**src/rtl/sha2_pkg.sv**
```systemverilog
// ============================================================================
// Module      : sha2_pkg
// Description : Shared types and constants for the SHA-2 message padder.
// Revision    : 1.0 - initial release
// ============================================================================
`default_nettype none

package sha2_pkg;

    localparam int SHA2_CHUNK_W = 512;
    localparam int SHA2_WORD_W  = 32;
    localparam logic [7:0] SHA2_PAD_BYTE = 8'h80;

    typedef enum logic [1:0] {
        ST_FILL  = 2'd0,
        ST_EMIT  = 2'd1,
        ST_EXTRA = 2'd2
    } state_e;

    // Message length in bits as the 64-bit big-endian trailer value.
    function automatic logic [63:0] sha2_len_bits(input logic [63:0] bytes);
        return bytes << 3;
    endfunction

endpackage

`default_nettype wire

```
**src/rtl/sha2_pad_mask.sv**
```systemverilog
// ============================================================================
// Module      : sha2_pad_mask
// Description : Masks unused bytes of the final word and inserts the 0x80 byte.
// Revision    : 1.0 - initial release
// ============================================================================
`default_nettype none

module sha2_pad_mask
    import sha2_pkg::*;
(
    input  logic [SHA2_WORD_W-1:0] in_data,
    input  logic [2:0]             in_bytes,
    input  logic                   in_last,
    output logic [SHA2_WORD_W-1:0] word_out,
    output logic [2:0]             eff_bytes,
    output logic                   pad_in_word
);

    always_comb begin
        eff_bytes   = in_bytes;
        word_out    = in_data;
        pad_in_word = 1'b0;
        // Out-of-range counts are treated as a full word.
        if ((in_bytes == 3'd0) || (in_bytes > 3'd4)) begin
            eff_bytes = 3'd4;
        end
        if (in_last) begin
            unique case (eff_bytes)
                3'd1: begin
                    word_out    = {in_data[31:24], SHA2_PAD_BYTE, 16'h0000};
                    pad_in_word = 1'b1;
                end
                3'd2: begin
                    word_out    = {in_data[31:16], SHA2_PAD_BYTE, 8'h00};
                    pad_in_word = 1'b1;
                end
                3'd3: begin
                    word_out    = {in_data[31:8], SHA2_PAD_BYTE};
                    pad_in_word = 1'b1;
                end
                default: ;
            endcase
        end
    end

endmodule

`default_nettype wire

```
**src/rtl/sha2_pad.sv**
```systemverilog
// ============================================================================
// Module      : sha2_pad
// Description : Packs a word stream into padded 512-bit SHA-2 message chunks.
// Revision    : 1.0 - initial release
// ============================================================================
`default_nettype none

module sha2_pad
    import sha2_pkg::*;
#(
    parameter int LEN_W = 32
) (
    input  logic                    clk,
    input  logic                    reset_n,
    input  logic [SHA2_WORD_W-1:0]  in_data,
    input  logic                    in_valid,
    output logic                    in_ready,
    input  logic                    in_last,
    input  logic [2:0]              in_bytes,
    output logic [SHA2_CHUNK_W-1:0] chunk,
    output logic                    chunk_valid,
    input  logic                    chunk_ready,
    output logic                    chunk_first,
    output logic                    chunk_last
);

    state_e                  state_q, state_d;
    logic [3:0]              k_q, k_d;
    logic [LEN_W-1:0]        byte_cnt_q, byte_cnt_d;
    logic                    first_q, first_d;
    logic                    in_ready_q, in_ready_d;
    logic                    chunk_valid_q, chunk_valid_d;
    logic                    chunk_last_q, chunk_last_d;
    logic                    chunk_first_q, chunk_first_d;
    logic                    extra_pending_q, extra_pending_d;
    logic                    extra_pad_q, extra_pad_d;
    logic [SHA2_CHUNK_W-1:0] chunk_q, chunk_d;

    logic [SHA2_WORD_W-1:0]  masked_word;
    logic [2:0]              eff_bytes;
    logic                    pad_in_word;
    logic                    accept;
    logic [LEN_W-1:0]        cnt_next;
    logic [4:0]              pad_idx;
    logic                    fits;
    logic [63:0]             len_new;
    logic [63:0]             len_cur;

    sha2_pad_mask u_mask (
        .in_data     (in_data),
        .in_bytes    (in_bytes),
        .in_last     (in_last),
        .word_out    (masked_word),
        .eff_bytes   (eff_bytes),
        .pad_in_word (pad_in_word)
    );

    assign accept   = in_valid & in_ready_q;
    assign cnt_next = byte_cnt_q + (in_last ? LEN_W'(eff_bytes) : LEN_W'(4));
    // Word index receiving the 0x80 byte; 16 means it spills into the extra chunk.
    assign pad_idx  = pad_in_word ? {1'b0, k_q} : ({1'b0, k_q} + 5'd1);
    assign fits     = in_last & (pad_idx <= 5'd13);
    assign len_new  = sha2_len_bits(64'(cnt_next));
    assign len_cur  = sha2_len_bits(64'(byte_cnt_q));

    always_comb begin
        state_d         = state_q;
        k_d             = k_q;
        byte_cnt_d      = byte_cnt_q;
        first_d         = first_q;
        in_ready_d      = in_ready_q;
        chunk_valid_d   = chunk_valid_q;
        chunk_last_d    = chunk_last_q;
        chunk_first_d   = chunk_first_q;
        extra_pending_d = extra_pending_q;
        extra_pad_d     = extra_pad_q;
        chunk_d         = chunk_q;

        unique case (state_q)
            ST_FILL: begin
                in_ready_d = 1'b1;
                if (accept) begin
                    for (int i = 0; i < 16; i++) begin
                        if (i == int'(k_q)) begin
                            chunk_d[SHA2_CHUNK_W-1-32*i -: SHA2_WORD_W] = masked_word;
                        end else if (in_last && (i > int'(k_q))) begin
                            chunk_d[SHA2_CHUNK_W-1-32*i -: SHA2_WORD_W] =
                                (i == int'(pad_idx)) ? {SHA2_PAD_BYTE, 24'h000000} : '0;
                        end
                    end
                    if (fits) begin
                        chunk_d[63:0] = len_new;
                    end
                    k_d        = 4'(k_q + 4'd1);
                    byte_cnt_d = cnt_next;
                    if (in_last || (k_q == 4'd15)) begin
                        state_d         = ST_EMIT;
                        in_ready_d      = 1'b0;
                        chunk_valid_d   = 1'b1;
                        chunk_last_d    = fits;
                        chunk_first_d   = first_q;
                        extra_pending_d = in_last & ~fits;
                        extra_pad_d     = in_last & (k_q == 4'd15) & ~pad_in_word;
                    end
                end
            end
            ST_EMIT: begin
                in_ready_d = 1'b0;
                if (chunk_ready) begin
                    chunk_valid_d = 1'b0;
                    first_d       = chunk_last_q;
                    if (chunk_last_q) begin
                        state_d    = ST_FILL;
                        in_ready_d = 1'b1;
                        k_d        = 4'd0;
                        byte_cnt_d = '0;
                    end else if (extra_pending_q) begin
                        state_d = ST_EXTRA;
                    end else begin
                        state_d    = ST_FILL;
                        in_ready_d = 1'b1;
                        k_d        = 4'd0;
                    end
                end
            end
            ST_EXTRA: begin
                in_ready_d = 1'b0;
                chunk_d    = '0;
                if (extra_pad_q) begin
                    chunk_d[SHA2_CHUNK_W-1 -: SHA2_WORD_W] = {SHA2_PAD_BYTE, 24'h000000};
                end
                chunk_d[63:0]   = len_cur;
                chunk_valid_d   = 1'b1;
                chunk_last_d    = 1'b1;
                chunk_first_d   = first_q;
                extra_pending_d = 1'b0;
                extra_pad_d     = 1'b0;
                state_d         = ST_EMIT;
            end
            default: begin
                state_d = ST_FILL;
            end
        endcase
    end

    always_ff @(posedge clk) begin
        if (!reset_n) begin
            state_q         <= ST_FILL;
            k_q             <= 4'd0;
            byte_cnt_q      <= '0;
            first_q         <= 1'b1;
            in_ready_q      <= 1'b0;
            chunk_valid_q   <= 1'b0;
            chunk_last_q    <= 1'b0;
            chunk_first_q   <= 1'b0;
            extra_pending_q <= 1'b0;
            extra_pad_q     <= 1'b0;
            chunk_q         <= '0;
        end else begin
            state_q         <= state_d;
            k_q             <= k_d;
            byte_cnt_q      <= byte_cnt_d;
            first_q         <= first_d;
            in_ready_q      <= in_ready_d;
            chunk_valid_q   <= chunk_valid_d;
            chunk_last_q    <= chunk_last_d;
            chunk_first_q   <= chunk_first_d;
            extra_pending_q <= extra_pending_d;
            extra_pad_q     <= extra_pad_d;
            chunk_q         <= chunk_d;
        end
    end

    assign in_ready    = in_ready_q;
    assign chunk       = chunk_q;
    assign chunk_valid = chunk_valid_q;
    assign chunk_first = chunk_first_q;
    assign chunk_last  = chunk_last_q;

endmodule

`default_nettype wire

```
**config.mk**
```make
export PLATFORM = sky130hd
export DESIGN_NAME = sha2_pad
export DESIGN_NICKNAME = d
export VERILOG_FILES = /design/src/rtl/sha2_pkg.sv /design/src/rtl/sha2_pad_mask.sv /design/src/rtl/sha2_pad.sv
export SDC_FILE = /design/constraint.sdc
export NUM_CORES = 1
export LEC_CHECK = 0
export BUFFER_PORTS_ARGS = -buffer_cell sky130_fd_sc_hd__buf_2
export CELL_PAD_IN_SITES_DETAIL_PLACEMENT = 0
export CELL_PAD_IN_SITES_GLOBAL_PLACEMENT = 1
export CORE_UTILIZATION = 42
export DETAILED_ROUTE_END_ITERATION = 16
export PLACE_DENSITY_LB_ADDON = 0.1
export SYNTH_ARGS = -nofsm -noshare
export SYNTH_HDL_FRONTEND = slang
export SYNTH_HIERARCHICAL = 1
export SYNTH_SLANG_ARGS = --single-unit
```
**constraint.sdc**
```tcl
create_clock -name clk -period 8.4 [get_ports clk]
set_clock_uncertainty 0.2 [all_clocks]
set_input_delay 1.68 -clock clk [delete_from_list [all_inputs] [get_ports clk]]
set_output_delay 1.68 -clock clk [all_outputs]
set_load 0.01 [all_outputs]
```
Yosys cells after proc, flatten, opt, wreduce, memory -nomap -nowiden
Cells that the tools add are included.

word-level totals
  input bits = 40
  bits in registers = 557
  logic and storage cells = 250
  output and inout port bits = 516

operators by class
  add/sub/neg operators = 3
  $lt $le $gt $ge = 17
  mux-type cells = 94
  reductions and logical operators = 46
  equality and inequality tests = 57
  bitwise gates (word level) = 7

operators with widths
  operator            number
  $mux 32             50
  $pmux 512 s2        1
  $mux 512            1
  $pmux 24 s3         1
  $mux 64             1
  $pmux 32 s2         1
  $reduce_and 3->1    18
  $ne 3x3->1 const B  14
  $eq 5x5->1 const A  8
  $add 32x3->32       1
  $eq 4x4->1 const A  8
  $gt 4x4->1 const A  8
  $mux 24             1
  $eq 4x5->1 const A  4
  $mux 1              18
  $eq 3x4->1 const A  4
  $gt 3x4->1 const A  4
  $mux 4              4
  $logic_and 1x1->1   15
  $reduce_and 4->1    3
  $eq 3x5->1 const A  2
  $mux 2              5
  $ne 2x2->1 const B  5
  $eq 2x4->1 const A  2
  30 further kinds    45

Depth between registers and ports, before layout
  depth after elaboration = 15
  gate-level depth with buffers = 14
  depth with buffers taken out = 13

Hierarchy
The synthesis kept the hierarchy.

modules (own cells, without submodules)
  module         area each (sq um)  sequential area each (sq um)  times used  cells an instance
  sha2_pad       21807.2            11150.7                       1           2539
  sha2_pad_mask  320.3              0.0                           1           49

Worst setup path before layout
No wires, ideal clock.

  path type = input to register
  from = input port in_bytes[0]
  to = register chunk_q[14], in the netlist chunk[14]
  data arrival time = 4.456 ns
  data required time = 8.069 ns
  stages on the path = 12
  path slack = 3.614 ns
  cells stage by stage = nor2_1 > inv_1 > ha_1 > nand3b_1 > nor2_2 > buf_2 > mux2i_2 > nor2_1 > a221o_2 > or3_1 > a32oi_1 > nor3_1

on the way
  longest elaborated chain between the ends = 13
  elaborated cells between the ends (all ways) = 23

RTL lines
  item                                                  line                 source
  start: declaration                                    sha2_pad.sv:19       input logic [2:0] in_bytes,
  $gt 3x3->1 / $logic_not 3->1 (equally long branches)  sha2_pad_mask.sv:24  if ((in_bytes == 3'd0) || (in_bytes > 3'd4)) begin
  $logic_or 1x1->1                                      sha2_pad_mask.sv:24
  $mux 3 *                                              sha2_pad_mask.sv:24
  $eq 3x1->1 / $eq 3x2->1 (equally long branches)       sha2_pad_mask.sv:28  unique case (eff_bytes)
  $reduce_or 3->1 (no line) *                           n/a
  $mux 1 *                                              sha2_pad_mask.sv:28
  $mux 1 *                                              sha2_pad_mask.sv:27  if (in_last) begin
  via pad_in_word                                       sha2_pad.sv:41       logic pad_in_word;
  $mux 5 *                                              sha2_pad.sv:61       assign pad_idx = pad_in_word ? {1'b0, k_q} : ({1'b0, k_q} + 5'd1);
  $le 5x4->1 *                                          sha2_pad.sv:62       assign fits = in_last & (pad_idx <= 5'd13);
  $and 1x1->1 *                                         sha2_pad.sv:62
  $mux 64                                               sha2_pad.sv:91       if (fits) begin
  $mux 512                                              sha2_pad.sv:82       if (accept) begin
  $pmux 512 s2                                          sha2_pad.sv:79       unique case (state_q)
  end signal: assignment                                sha2_pad.sv:170      chunk_q <= chunk_d;
  end: declaration                                      sha2_pad.sv:37       logic [SHA2_CHUNK_W-1:0] chunk_q, chunk_d;

The timed path passes the listed nets; every way through them passes the cells marked *. The select of a mux whose other input is x is not followed.
A chain may end at the register's enable or synchronous reset.

Worst setup path in the final report
  from = input port in_bytes[0]
  to = register chunk_q[63], in the netlist chunk[63]

on the way
  longest elaborated chain between the ends = 15
  elaborated cells between the ends (all ways) = 22

RTL lines
  item                                                  line                 source
  $gt 3x3->1 / $logic_not 3->1 (equally long branches)  sha2_pad_mask.sv:24
  $logic_or 1x1->1                                      sha2_pad_mask.sv:24
  $mux 3 *                                              sha2_pad_mask.sv:24
  $eq 3x1->1 / $eq 3x2->1 (equally long branches)       sha2_pad_mask.sv:28
  $reduce_or 3->1 (no line) *                           n/a
  $mux 1 *                                              sha2_pad_mask.sv:28
  $mux 1 *                                              sha2_pad_mask.sv:27
  via pad_in_word                                       sha2_pad.sv:41
  $mux 5 *                                              sha2_pad.sv:61
  $eq 5x5->1                                            sha2_pad.sv:88       (i == int'(pad_idx)) ? {SHA2_PAD_BYTE, 24'h000000} : '0;
  $mux 32                                               sha2_pad.sv:88
  $mux 32                                               sha2_pad.sv:86       end else if (in_last && (i > int'(k_q))) begin
  $mux 32                                               sha2_pad.sv:84       if (i == int'(k_q)) begin
  $mux 64                                               sha2_pad.sv:91
  $mux 512                                              sha2_pad.sv:82
  $pmux 512 s2                                          sha2_pad.sv:79

Marks and branches as above.

==> flow_summary.toml <==
[run_status]
outcome = "finished, final reports clean"

[yosys]
synth.distinct_cells = 71
synth-edff-count = 0
synth-main-ff-cell = "dfxtp_1"
yosys.area.top_type = "dfxtp_1"
synth_compound_gate_area_share_pct = 23.8
synth_area_um2 = 22100
synth_nets = 2641
syn_inst = 2588
synth_fa_ha_area_share_pct = 0.769
synth_xor_xnor_area_share_pct = 0.435
yosys_warnings = 6
synth_mux_area_share_pct = 0.254
ys_seq_elements = 557
synth_most_common_cell = "dfxtp_1"
synth_async_sr_flop_share_pct = 0
yosysSeqAreaShare_pct = 50.4
synth.area.top_cells = "dfxtp_1 50%, a22oi_1 14%, nor2_1 8.0%"
syn_avg_cell_area_um2 = 8.55
synth_top_family_by_area = "compound AO/OA/AOI/OAI gates"
yosysTopAreaCellShare_pct = 50.4
yosys-top-cells-count = "557 x dfxtp_1, 472 x nor2_1, 419 x a22oi_1, 222 x clkbuf_1, 191 x nand2_1"
synth-simple-area-share_pct = 19.1

[clock_network]
tritoncts = "yes"
cts_resized = 0
root_buffer = "clkbuf_16"
clk_path_buf_depth = 3
clkLatencyLatePin_ns = 0.61
postCtsSetupBuffers = 0
h-tree-depth = 2
cts-hold-fix-buffers = 0
cts.sink_count = 557
cts.clk_slew.worst_paths_ns = 0.06
numCtsBuffers = 57

[drt]
vias = 21800
drt_iter0_drc = 2125
drc = 0
drt_wl_total_mm = 93.6
wl_per_cell_um = 25.2
vias_per_cell = 5.86
dr.pass1.iters = 8
drt.antenna.violating_nets = 0

[setup_path]
critPathKind = "in2reg"
cp-end-kind = "flop"
crit_fanout = 34
cp_num_buf_inv = 2
crit_family = "simple AND/OR/NAND/NOR gates"
worstPathArrival_ns = 5.55
crit_chain = "buf_2, nor2_1, inv_1, ha_1, nand3b_1, nor2_2, and2b_1, a21oi_2, o21ai_0, a21o_1, or3_1, a21oi_1"
slowest_stage = "nor2_2"
crit_required_ns = 8.74
start_kind = "input pin"
max_stage_delay_ns = 0.78

[sta]
tightest_slew_ns = 1.37
tns_ns = 0
relSlewSlack_pct = 8.64
finalHoldViolCount = 0
setup_viol = 0
rsz0062_at_grt = "false"
final.min_clock_period_ns = 5.21
drv_slew = 0
fmax_mhz = 192
finalCritPeriodShare_pct = 62.0

[power]
vdd_ir_drop_max_mv = 0.135
cellPowerDensity_nw_per_um2 = 219
p_total_mw = 5.94
leakagePower_nw = 11.5

[place]
place_hpwl_mm = 63.7
routabilityCongestion = 0.913
port_buffers = 555

[grt]
grtUsageTotal_pct = 33.4
grt-ovfl-total = 0
grt_pass1_wl_mm = 135
grt_antenna_before_repair = 4
grt_pass1_vias = 20200
grt_max_degree = 259

[floorplanning]
dieArea_um2 = 53600
die_x_um = 232
initial_utilization_pct = 42.8
core_um2 = 51700
core.rowCount = 83
boundaryPins = 556
die_h_um = 232

[layout]
num-fill-cells = 4960
area_delta_synth_final_pct = 22.8
diodes = 0
final_nets = 3044
drive_gt1_share_pct = 24.4
final_core_util_pct = 52.5

[job]
max-cap-violations = 0

[min_path]
hold_path_class = "reg2reg"
[sequential cells by signal, summed over array words and instances (netlist names)]
signal,count
chunk,512
byte_cnt_q,32
first_q,1
extra_pending_q,1
state_q,2
chunk_last,1
chunk_first,1
chunk_valid,1
k_q,4
extra_pad_q,1
in_ready,1
[final cells by class]
type / count / area (µm²) / share of cell area (%)
clock buffers: 83 / 1670 / 6.13
well taps: 680 / 851 / 3.13
flip-flops and latches: 557 / 11200 / 41.0
inverters: 24 / 97.6 / 0.359
repair buffers: 610 / 3200 / 11.8
multi-input cells: 1741 / 9920 / 36.5
clock inverters: 21 / 282 / 1.04
[path summary, 6_finish.rpt]
kind,startpoint,end,slack [ns],cells after the start
setup / recovery,in_bytes[0],chunk[63],3.19,12
hold / removal,chunk[510],chunk[510],0.25,2
setup reg to reg,state_q[0],chunk[25],3.96,9
hold reg to reg,chunk[510],chunk[510],0.25,2
[metal layers]
metal	part of all wire (%)	routed length [µm]	global-route usage, %
met1	41	38400	43.3
met2	46	42900	53.5
met3	9.3	8740	8.21
met4	3.8	3540	12.8
met5	0	0	0
[power breakdown]
part / leakage, nW / internal (mW) / switching, mW / total, mW
sequential: 4.49 / 2.67 / 0.0219 / 2.69
combinational: 6.04 / 0.136 / 0.466 / 0.601
clock: 0.969 / 1.56 / 1.09 / 2.65
total: 11.5 / 4.36 / 1.58 / 5.94
[cell families (layout without fill, tap and decap cells)]
kind of cell / Yosys count / count (layout)
compound gates: 765 / 765
xor+xnor: 11 / 11
fa+ha+maj: 13 / 13
buf+inv: 290 / 738
flops: 557 / 557
mux: 5 / 5
simple gates: 947 / 947
[cells in the final DEF, fill, tap and decap left out, types with 5 or more instances in the layout]
cell,n
dfxtp_1,557
buf_2,555
nor2_1,471
a22oi_1,419
nand2_1,191
a21oi_1,156
o21ai_0,69
nand3_1,61
clkbuf_16,58
buf_4,54
nor2b_1,49
and2_1,44
nand4_1,26
inv_1,23
nor3_1,20
or3_1,18
and3_1,17
a211o_1,17
a22o_1,14
clkinv_2,13
clkbuf_1,13
clkbuf_8,12
o21a_1,11
ha_1,11
nor2b_2,10
a21o_1,10
xnor2_1,10
a211oi_1,9
nand2b_1,8
nor4_1,8
a221oi_1,7
o31ai_1,7
bufinv_16,6
o211ai_1,5
o221ai_1,5
[metrics by stage]
stage	setup WS, ns	std cells	cell area, µm²	hold WS, ns
after detailed placement	2.68	3612	25200	0.242
final	3.19	3716	27200	0.246
after floorplan	3.61	2588	22100	0.232
after global placement	2.75	3612	25200	0.239
after global routing	2.95	3716	27200	0.262
after CTS	3.32	3716	27200	0.250
[tightest hold or removal path, cell delays in order (launching register included)]
cell and delay, ns:
dfxtp_1 0.30, nand2_1 0.05, a21oi_1 0.05
(Power assumes the default switching activity.)
